===== config.mk =====
export PLATFORM = sky130hd
export DESIGN_NAME = alu_share_arbiter
export DESIGN_NICKNAME = d
export VERILOG_FILES = /design/src/rtl/alu_share_arbiter.sv
export SDC_FILE = /design/constraint.sdc
export NUM_CORES = 1
export LEC_CHECK = 0
export BUFFER_PORTS_ARGS = -buffer_cell sky130_fd_sc_hd__buf_2
export CORE_AREA = 8 8 161 163
export DETAILED_ROUTE_END_ITERATION = 6
export DIE_AREA = 0 0 169 171
export PLACE_DENSITY = 0.66
export SKIP_LAST_GASP = 1
export SYNTH_ARGS = -nofsm -noshare
export SYNTH_HDL_FRONTEND = slang
export SYNTH_SLANG_ARGS = --single-unit

===== constraint.sdc =====
create_clock -name clk -period 3.2 [get_ports clk]
set_input_delay 0.48 -clock clk [delete_from_list [all_inputs] [get_ports clk]]
set_output_delay 0.48 -clock clk [all_outputs]
set_load 0.02 [all_outputs]

===== src/rtl/alu_share_arbiter.sv =====
// -----------------------------------------------------------------------------
// alu_share_arbiter
//
// Shares one external combinational ALU among NREQ requesters. A round-robin
// arbiter picks one valid request per cycle. The winner is registered into an
// issue stage (S1), which drives the ALU ports directly. The ALU outputs are
// captured into a response stage (S2), which is returned on one tagged
// valid/ready channel.
// Unstalled latency is 2 cycles, and throughput is one operation per cycle.
//
// Ports
//   clk, rst_n            : clock (rising edge), asynchronous active-low reset
//   flush                 : synchronous kill of everything in flight
//   req_valid/req_ready   : per-requester handshake (ready is one-hot or zero)
//   req_a/req_b/req_op    : packed per-requester operands (32/32/4 bits each)
//   alu_a/alu_b/alu_control : to the shared ALU, straight from S1 registers
//   alu_result/alu_zero/alu_lt/alu_ltu : from the shared ALU
//   rsp_valid/rsp_ready   : response handshake
//   rsp_id                : originating requester index
//   rsp_result/rsp_zero/rsp_lt/rsp_ltu : registered ALU outputs
//   rsp_err               : the operation code was not a legal ALU code
// -----------------------------------------------------------------------------
module alu_share_arbiter #(
    parameter int NREQ = 4,
    parameter int IDW  = $clog2(NREQ)
) (
    input  logic                clk,
    input  logic                rst_n,
    input  logic                flush,
    input  logic [NREQ-1:0]     req_valid,
    output logic [NREQ-1:0]     req_ready,
    input  logic [NREQ*32-1:0]  req_a,
    input  logic [NREQ*32-1:0]  req_b,
    input  logic [NREQ*4-1:0]   req_op,
    output logic [31:0]         alu_a,
    output logic [31:0]         alu_b,
    output logic [3:0]          alu_control,
    input  logic [31:0]         alu_result,
    input  logic                alu_zero,
    input  logic                alu_lt,
    input  logic                alu_ltu,
    output logic                rsp_valid,
    input  logic                rsp_ready,
    output logic [IDW-1:0]      rsp_id,
    output logic [31:0]         rsp_result,
    output logic                rsp_zero,
    output logic                rsp_lt,
    output logic                rsp_ltu,
    output logic                rsp_err
);

    // ------------------------------------------------------------------
    // State
    // ------------------------------------------------------------------
    logic           s1_valid_reg;
    logic [IDW-1:0] s1_id_reg;
    logic [31:0]    s1_a_reg;
    logic [31:0]    s1_b_reg;
    logic [3:0]     s1_op_reg;

    logic           rsp_valid_reg;
    logic [IDW-1:0] rsp_id_reg;
    logic [31:0]    rsp_result_reg;
    logic           rsp_zero_reg;
    logic           rsp_lt_reg;
    logic           rsp_ltu_reg;
    logic           rsp_err_reg;

    logic [IDW-1:0] rr_ptr_reg;

    // ------------------------------------------------------------------
    // Pipeline advance conditions
    // ------------------------------------------------------------------
    logic s2_adv;
    logic s1_adv;

    assign s2_adv = !rsp_valid_reg || rsp_ready;
    assign s1_adv = !s1_valid_reg || s2_adv;

    // ------------------------------------------------------------------
    // Per-requester operand unpacking
    // ------------------------------------------------------------------
    logic [31:0] a_arr  [NREQ];
    logic [31:0] b_arr  [NREQ];
    logic [3:0]  op_arr [NREQ];

    for (genvar gi = 0; gi < NREQ; gi++) begin : g_unpack
        assign a_arr[gi]  = req_a[32*gi +: 32];
        assign b_arr[gi]  = req_b[32*gi +: 32];
        assign op_arr[gi] = req_op[4*gi +: 4];
    end

    // ------------------------------------------------------------------
    // Round-robin arbitration
    //
    // Duplicating the valid vector and slicing it at rr_ptr gives a view in
    // which bit k is requester (rr_ptr + k) mod NREQ. A fixed-priority pick on
    // that view is then the round-robin pick.
    // ------------------------------------------------------------------
    logic [2*NREQ-1:0] dbl_valid;
    logic [NREQ-1:0]   rot_valid;
    logic              hit;
    logic [IDW-1:0]    offset;
    logic [IDW:0]      winner_sum;
    logic [IDW-1:0]    winner;
    logic [IDW-1:0]    winner_inc;
    logic              grant;

    assign dbl_valid = {req_valid, req_valid};
    assign rot_valid = dbl_valid[rr_ptr_reg +: NREQ];

    always_comb begin
        hit    = 1'b0;
        offset = '0;
        // Descending scan: the last assignment wins, so the lowest offset wins.
        for (int k = NREQ - 1; k >= 0; k--) begin
            if (rot_valid[k]) begin
                hit    = 1'b1;
                offset = IDW'(k);
            end
        end
    end

    always_comb begin
        winner_sum = {1'b0, rr_ptr_reg} + {1'b0, offset};
        if (winner_sum >= (IDW+1)'(NREQ)) begin
            winner_sum = winner_sum - (IDW+1)'(NREQ);
        end
        winner = winner_sum[IDW-1:0];
    end

    assign winner_inc = (winner == IDW'(NREQ - 1)) ? '0 : winner + IDW'(1);

    // flush blocks any grant, so nothing is accepted in the flush cycle.
    assign grant = hit && s1_adv && !flush;

    for (genvar gi = 0; gi < NREQ; gi++) begin : g_ready
        assign req_ready[gi] = grant && (winner == IDW'(gi));
    end

    // ------------------------------------------------------------------
    // Legal ALU codes: 0000-0110 and 1000-1010
    // ------------------------------------------------------------------
    logic s1_op_legal;

    assign s1_op_legal = (s1_op_reg <= 4'd6) ||
                         ((s1_op_reg >= 4'd8) && (s1_op_reg <= 4'd10));

    // ------------------------------------------------------------------
    // Issue stage (S1) and round-robin pointer
    // ------------------------------------------------------------------
    always_ff @(posedge clk or negedge rst_n) begin
        if (!rst_n) begin
            s1_valid_reg <= 1'b0;
            s1_id_reg    <= '0;
            s1_a_reg     <= '0;
            s1_b_reg     <= '0;
            s1_op_reg    <= '0;
            rr_ptr_reg   <= '0;
        end else if (flush) begin
            s1_valid_reg <= 1'b0;
        end else if (s1_adv) begin
            s1_valid_reg <= grant;
            if (grant) begin
                s1_id_reg  <= winner;
                s1_a_reg   <= a_arr[winner];
                s1_b_reg   <= b_arr[winner];
                s1_op_reg  <= op_arr[winner];
                rr_ptr_reg <= winner_inc;
            end
        end
    end

    // ------------------------------------------------------------------
    // Response stage (S2)
    // ------------------------------------------------------------------
    always_ff @(posedge clk or negedge rst_n) begin
        if (!rst_n) begin
            rsp_valid_reg  <= 1'b0;
            rsp_id_reg     <= '0;
            rsp_result_reg <= '0;
            rsp_zero_reg   <= 1'b0;
            rsp_lt_reg     <= 1'b0;
            rsp_ltu_reg    <= 1'b0;
            rsp_err_reg    <= 1'b0;
        end else if (flush) begin
            rsp_valid_reg <= 1'b0;
        end else if (s1_valid_reg && s2_adv) begin
            rsp_valid_reg  <= 1'b1;
            rsp_id_reg     <= s1_id_reg;
            rsp_result_reg <= alu_result;
            rsp_zero_reg   <= alu_zero;
            rsp_lt_reg     <= alu_lt;
            rsp_ltu_reg    <= alu_ltu;
            rsp_err_reg    <= !s1_op_legal;
        end else if (rsp_ready) begin
            rsp_valid_reg <= 1'b0;
        end
    end

    // ------------------------------------------------------------------
    // Outputs: the ALU ports come straight from the S1 registers.
    // ------------------------------------------------------------------
    assign alu_a       = s1_a_reg;
    assign alu_b       = s1_b_reg;
    assign alu_control = s1_op_reg;

    assign rsp_valid  = rsp_valid_reg;
    assign rsp_id     = rsp_id_reg;
    assign rsp_result = rsp_result_reg;
    assign rsp_zero   = rsp_zero_reg;
    assign rsp_lt     = rsp_lt_reg;
    assign rsp_ltu    = rsp_ltu_reg;
    assign rsp_err    = rsp_err_reg;

endmodule


==> reports/summary.md, run 1 <==
For this run, the number of Yosys warnings is 0. The core region is 23,300 sq um. The logs give 0.113 for the proportion of power drawn by the clock network and 0.527 for the headroom to the max-slew limit. The total overflow reported by the global router is 0, and the final-layout setup total negative slack is 0 ns. Timing would allow up to 344 MHz. Hold repair after CTS inserted 0 buffers.

Power spread over the standard cell area amounts to 1010 nW/um^2. CTS saw 112 sinks. Yosys mapped a number of flops with a built-in enable equal to 0. The run gives 0.35 ns as the worst-skew pair later-pin latency.

Net count reported at finish: 1,415. At the end of routability-driven placement, the weighted congestion stood at 0.847. The tools report the placed cell area as 9740 sq um.

The final max-slew violation count was 0. The routed layout has 7,118 vias. The number of antenna violations at the first check in global routing is 1, and the max capacitance violation total is 0. For the final instance area, the log shows 10,000 sq um.

For the worst setup path, the data required time is 2.72 ns. In this run the post-CTS setup repair buffer count came out at 0. The global-route usage over all layers was 0.173; the detailed placer's ending HPWL was 20,700 um. The run gives 7240 sq um as the total standard cell area after synthesis.

The total count of hold-check failures in the final report is 0, and the proportion of netlist area held by the largest area contributor is 0.387. The routed design has 26,600 um of wire. In the routed layout, each cell is associated on average with a via count of 5.01.

Clock-pin slew was measured on the worst setup and hold paths at 0.08 ns. The synthesis-to-finish area growth works out to 38.6%. The H-tree generated during clock tree synthesis spans 3 levels. Number of global-route vias before repair: 7,465. For the final database, setup skew stands at 0.0111 ns. In this run the horizontal extent of the chip is 169 um. The average wire per cell in the routed design came out at 18.7 um. TritonCTS built the clock tree. The run gives 1,029 as the net count after synthesis. The async set-or-reset flop fraction in the synthesized netlist is 1.00. Category of the worst setup path capture point: a primary output. Share of layout cells above drive strength 1: 0.559. The data arrival time of the critical path is 2.43 ns. Initial detailed-routing violation count: 339. During placement, the flow inserted port buffers numbering 425.

Internal power comes to 5.45 mW. In this run the core area contains 56 standard-cell rows. Setup violations remaining at the end of the flow were counted as 0. The synthesized area per cell was 10.2 sq um. For the sequential fraction of design power, the log shows 0.232. Global-route wire length before repair: 40,200 um.

Transition at the pin with the smallest max-transition slack: 0.709 ns. In this run the clock root is driven by a sky130_fd_sc_hd__clkbuf_16. The worst vdd rail ir drop is 0.908 mV, and the final worst-path cycle share is 0.908. The vertical die dimension came out at 171 um. Setup repair after global routing left no endpoint under its margin. The die covers 28,900 sq um.

Number of storage elements in the synthesis netlist: 112. The detail route stage leaves a number of antenna-violating nets equal to 0. In the routed design, unresolved DRC markers number 0. The starting density of the core was 0.311. The number of different library cells used by synthesis comes to 40.

The prevailing post-synth register cell is sky130_fd_sc_hd__dfrtp_1. The leading area contributor after synthesis was sky130_fd_sc_hd__dfrtp_1. The run gives 0.387 as the part of the Yosys area used for sequential elements. The critical path is of the flop to primary output type. 0 antenna diodes ended up in the layout.

The total clock buffers created by CTS is 9, and the fraction of power spent switching nets is 0.460. For this design the total switching power over the nets is 4.65 mW. The longest clock path from root to sink contains 2 buffers. In this run the worst path has a maximum fanout of 71.

For the finished layout, the period the worst path requires is 2.91 ns. The flow ran to the end, and the final reports show no timing, DRC or antenna violations. STA classifies the critical path startpoint as a flop.

Cell leakage power: 4.83 nW. The tools report the utilization after layout as 0.431. The worst hold path belongs to the class input pin to asynchronous set/reset pin. The logs give 712 for the number of standard cells after synthesis and 72 for the largest net degree at the start of global routing. For the iteration count of the initial detailed-routing pass, the log shows 5. The combinational share of power was 0.655.

The total I/O pin count came out at 426. After synthesis, the cell types taking the most area are sky130_fd_sc_hd__dfrtp_1, sky130_fd_sc_hd__mux2_2, sky130_fd_sc_hd__mux2i_1. The power consumption was 10.1 mW.
==> critical path, stage by stage, from the launching register on <==
cell and delay (ns):
sky130_fd_sc_hd__dfrtp_2 0.49, sky130_fd_sc_hd__nand2_1 0.10, sky130_fd_sc_hd__a2bb2oi_1 0.17, sky130_fd_sc_hd__o221ai_1 0.12
sky130_fd_sc_hd__o21a_1 0.17, sky130_fd_sc_hd__ha_4 0.31, sky130_fd_sc_hd__buf_12 0.31, sky130_fd_sc_hd__and3_1 0.21
sky130_fd_sc_hd__buf_2 0.17
==> repair_timing <==
| action | 4_1_cts | 5_1_grt |
|---|---|---|
| resized for setup | 0 | 1 |
| endpoints found under the hold margin | 0 | 0 |
| setup endpoints to repair | 0 | 3 |
==> layout make-up <==
type	instances	area (sq um)
Clock buffer	10	239
Clock inverter	6	51.3
Fill cell	2289	13200
Inverter	4	15.0
Multi-Input combinational cell	526	4140
Sequential cell	112	2800
Tap cell	319	399
Timing Repair Buffer	445	2380
==> stage by stage <==
| step | hold slack, ns | worst slack, ns | instances |
|---|---|---|---|
| floorplan | 0.184 | 0.163 | 712 |
| global placement | 0.465 | 0.399 | 1406 |
| detailed placement | 0.467 | 0.340 | 1406 |
| CTS | 0.106 | 0.141 | 1422 |
| global route | 0.127 | 0.0588 | 1422 |
| finish | 0.0995 | 0.294 | 1422 |
==> final timing paths <==
check                      slack (ns)             end           from  cells after the start
setup / recovery                 0.29    req_ready[1]  rr_ptr_reg[1]                      8
hold / removal                    0.1  rsp_result[22]          rst_n                      1
setup reg to reg                 0.51       alu_a[30]  rr_ptr_reg[1]                     11
hold reg to reg                  0.48    s1_id_reg[0]   s1_id_reg[0]                      2
max in group asynchronous        2.47       alu_b[19]          rst_n                      2
min in group clk                 0.35        rsp_zero       alu_zero                      2
==> per-layer routing <==
layer  vias to the layer above  routed length (um)  global-route usage
li1                       3420                   -                   -
met1                      3361               10600               0.204
met2                       298               13600               0.306
met3                        37                1870              0.0426
met4                         2                 533              0.0550
met5                         -                  13                   0
==> logic make-up (layout without fill, tap and decap cells) <==
logic type	count (synthesis)	count (layout)	share of synthesized area
XOR/XNOR	4	4	0.0105
adder cells (fa/ha/maj)	2	2	0.00346
buffers and inverters	74	465	0.0481
flip-flops	112	112	0.387
AO/OA/AOI/OAI	134	134	0.153
multiplexers	174	174	0.262
AND/OR/NAND/NOR	212	212	0.135
==> power by group through the flow <==
stage | logic, mW | registers, mW | clock network [mW]
2_1_floorplan | 4.15 | 2.92 | 0
3_3_place_gp | 6.61 | 2.36 | 0
3_5_place_dp | 6.72 | 2.36 | 0
4_1_cts | 6.73 | 2.34 | 1.18
5_1_grt | 7.17 | 2.42 | 1.24
6_report | 6.62 | 2.34 | 1.14
==> cell usage in the layout, fill, tap and decap left out, types with 3 or more instances in the layout <==
master                        n
sky130_fd_sc_hd__o211ai_2    20
sky130_fd_sc_hd__buf_4       13
sky130_fd_sc_hd__and3_1       3
sky130_fd_sc_hd__o2111ai_1   20
sky130_fd_sc_hd__nand3_1     88
sky130_fd_sc_hd__o211ai_1    29
sky130_fd_sc_hd__mux2_2     125
sky130_fd_sc_hd__buf_12       8
sky130_fd_sc_hd__mux2i_1     49
sky130_fd_sc_hd__inv_1        4
sky130_fd_sc_hd__nor2b_1      4
sky130_fd_sc_hd__nor2_1      53
sky130_fd_sc_hd__nand2_1     47
sky130_fd_sc_hd__a21oi_1      6
sky130_fd_sc_hd__clkbuf_16    9
sky130_fd_sc_hd__dfrtp_1    111
sky130_fd_sc_hd__buf_2      424
sky130_fd_sc_hd__nor3_1       4
sky130_fd_sc_hd__a22oi_1     48
==> cell usage after synthesis (all sizes together), types with 5 or more instances <==
library cell,number
mux2,125
dfrtp,112
nand3,89
nor2,53
mux2i,49
o211ai,49
a22oi,48
nand2,47
clkbuf,36
buf,34
o2111ai,20
nor3,7
a21oi,6
o21ai,5
No activity file was read; power rests on OpenSTA's default activity.
==> run 2, diff against run 1 <==
CELL_PAD_IN_SITES_DETAIL_PLACEMENT = 1   (was not set)
CELL_PAD_IN_SITES_GLOBAL_PLACEMENT = 1   (was not set)
CORE_AREA = 2 2 168 170   (was 8 8 161 163)
DIE_AREA = 0 0 170 172   (was 0 0 169 171)
PLACE_DENSITY = 0.75   (was 0.66)
==> run 2 against run 1 <==
Net effect: clock power rose by 9%; combinational power grew 4.4%; non-clock buffer count up 4; register-to-register slack worse by 0.09 ns; sequential power barely moved; sequential cell count unchanged; wire length up 6.5%.
==> reports/summary.md, run 2 (synthesized netlist as in run 1, its figures left out) <==
The run finished with clean final reports. The post-detailed-route via-to-cell ratio was 5.07 (+1.2%); the floorplan die width was 170 um (+0.59%). The cell row count was 61 (+8.9%). The final worst-path cycle share works out to 0.917 (+0.00886).

The clock tree skew after final layout came out at 0.00824 ns (-0.00288 ns). The cell leakage power was 4.87 nW (+0.88%); the routed via count was 7,361 (+3.4%). The starting density of the core was 0.263 (-0.0477). Minimum clock period after layout: 2.93 ns (+0.0284 ns). For the headroom to the max-slew limit, the log shows 0.336 (-0.192). The remaining antenna violation count after routing is 0 (unchanged), and the count of cells along the worst register-to-register path is 11 (unchanged). The run gives 0 (unchanged) as the max capacitance violation total. The tools report the CTS sink count as 112 (unchanged). The total count of hold-check failures in the final report is 0 (unchanged). The critical setup path kind was flop to primary output. The global-route wire length before repair was 42,500 um (+5.6%); the detailed-route wire length was 28,300 um (+6.5%). The category of the worst setup path capture point is a primary output. The min-delay analysis places its worst path in the category input pin to asynchronous set/reset pin.

The detailed placer's ending HPWL was 21,800 um (+5.1%). The logs give 0 (unchanged) for the number of setup violations in the final report and 0.801 (-5.4%) for the final RePlAce weighted congestion. The number of antenna violations at the first check in global routing is 0 (-1), and the overall die area is 29,200 sq um (+1.2%).

The tools report the largest net degree at the start of global routing as 68 (-5.6%). The maximum fanout count along the critical path is 12 (-83%), and the upper clock frequency limit is 341 MHz (-0.97%). The iteration count of the initial detailed-routing pass was 4 (-1).

The placeable core area is 27,500 sq um (+18%), and the total clock buffers created by CTS is 9 (unchanged). Global-route usage over all layers: 0.187 (+0.0133). The top cell types in the final layout, fill and taps aside, are sky130_fd_sc_hd__buf_2, sky130_fd_sc_hd__mux2_2, sky130_fd_sc_hd__dfrtp_1.

The tools report the maximum level of the CTS H-tree as 3 (unchanged). Power density over the cells: 1040 nW/um^2 (+2.8%). Compared with the post-synthesis result, the final layout area differs by 40.0%.

The logs give 2 (unchanged) for the number of buffers between clock root and the deepest sink and 0.36 ns (about the same) for the worst-skew pair later-pin latency. The total overflow reported by the global router was 0 (unchanged); the number of global-route vias before repair was 7,799 (+4.5%). The data arrival time of the critical path is 2.45 ns (+0.02 ns), and the net count reported at finish is 1,419 (+0.28%). The cell sitting at the root of the clock tree is a sky130_fd_sc_hd__clkbuf_16.

The commonest non-fill, non-tap cell in the layout is sky130_fd_sc_hd__buf_2. The transition at the pin with the smallest max-transition slack was 0.997 ns (+0.288 ns). The data required time at the worst endpoint was 2.72 ns (about the same); the antenna cell count was 0 (unchanged). The total I/O pin count was 426 (unchanged); the share of layout cells above drive strength 1 was 0.562 (+0.00250). The clock transition at the register clock pins on the worst setup and hold paths after CTS works out to 0.08 ns (about the same).

Setup repair after global routing left no endpoint under its margin. STA classifies the critical path startpoint as a flop. The vertical die dimension works out to 172 um (+0.58%). The tools report the worst vdd rail ir drop as 0.549 mV (-40%). The tools report the final-layout setup total negative slack as 0 ns (unchanged).

Number of instances in the placed design: 1,437 (+2.2%). The final max-slew violation count was 0 (unchanged). The tools report the final cell count without fillers as 1,453 (+2.2%). The worst hold slack across all endpoints is 0.112 ns (+0.0123 ns), and the count of input and output buffers is 425 (unchanged). For the number of buffers inserted by hold repair at cts, the log shows 0 (unchanged). The count of unresolved DRC violations after routing is 0 (unchanged), and the average wire per cell in the routed design is 19.5 um (+4.2%). TritonCTS built the clock tree. The initial detailed-routing violation count came out at 254 (-25%).
run 2: changes by cell type in the layout (fill, tap and decap cells not counted):
cell                         before  now
sky130_fd_sc_hd__clkinvlp_4       2    0
sky130_fd_sc_hd__buf_4           13   16
sky130_fd_sc_hd__a21oi_1          6    5
sky130_fd_sc_hd__clkinv_4         0    1
sky130_fd_sc_hd__a21oi_2          0    1
sky130_fd_sc_hd__buf_12           8    9
sky130_fd_sc_hd__bufinv_16        0    1
run 2: cell type report:
cell class / instances / area (sq um)
Inverter: 4 / 15.0
Timing Repair Buffer: 449 / 2420
Sequential cell: 112 / 2800
Clock buffer: 10 / 239
Multi-Input combinational cell: 526 / 4140
Tap cell: 346 / 433
Fill cell: 3321 / 17300
Clock inverter: 6 / 75.1
run 2: final timing paths:
path | from | end | slack, ns
min reg2reg | s1_id_reg[0] | s1_id_reg[0] | 0.50
max reg2reg | rr_ptr_reg[1] | alu_a[31] | 0.42
max | rr_ptr_reg[1] | req_ready[3] | 0.27
max in group asynchronous | rst_n | alu_b[19] | 2.36
min in group clk | alu_result[22] | rsp_result[22] | 0.35
min | rst_n | alu_b[7] | 0.11
run 2: metal layers:
| metal | global-route usage | vias to the layer above | part of all wire |
|---|---|---|---|
| met5 | 0 | - | 0 |
| met3 | 0.0428 | 32 | 0.069 |
| met2 | 0.350 | 285 | 0.53 |
| met1 | 0.214 | 3614 | 0.39 |
| li1 | - | 3430 | - |
| met4 | 0.0476 | 0 | 0.016 |
run 2: power by group:
part	internal (mW)	switching, mW	leakage, nW
sequential	1.98	0.358	1.36
clock	0.646	0.593	0.157
combinational	3.02	3.89	3.35
total	5.65	4.85	4.87
run 2: what timing repair did:
action	CTS	global route
buffers inserted	0	0
setup endpoints to repair	0	16
gates resized for setup	0	1
run 2: stage by stage:
stage	total power, mW	setup WS, ns	utilization	area [sq um]
2_1_floorplan	7.08	0.163	-	7240
3_3_place_gp	9.20	0.332	0.357	9820
3_5_place_dp	9.38	0.261	0.357	9820
4_1_cts	10.7	0.0785	0.369	10100
5_1_grt	11.2	0.0806	0.369	10100
6_report	10.5	0.266	0.369	10100
run 2: worst max-delay path: stages, from the launching register on:
cell and delay (ns):
sky130_fd_sc_hd__dfrtp_2 0.51, sky130_fd_sc_hd__nand2_1 0.11, sky130_fd_sc_hd__a2bb2oi_1 0.17, sky130_fd_sc_hd__o221ai_1 0.12
sky130_fd_sc_hd__o21a_1 0.18, sky130_fd_sc_hd__ha_4 0.20, sky130_fd_sc_hd__xnor3_1 0.42, sky130_fd_sc_hd__and3_1 0.22
sky130_fd_sc_hd__buf_2 0.17
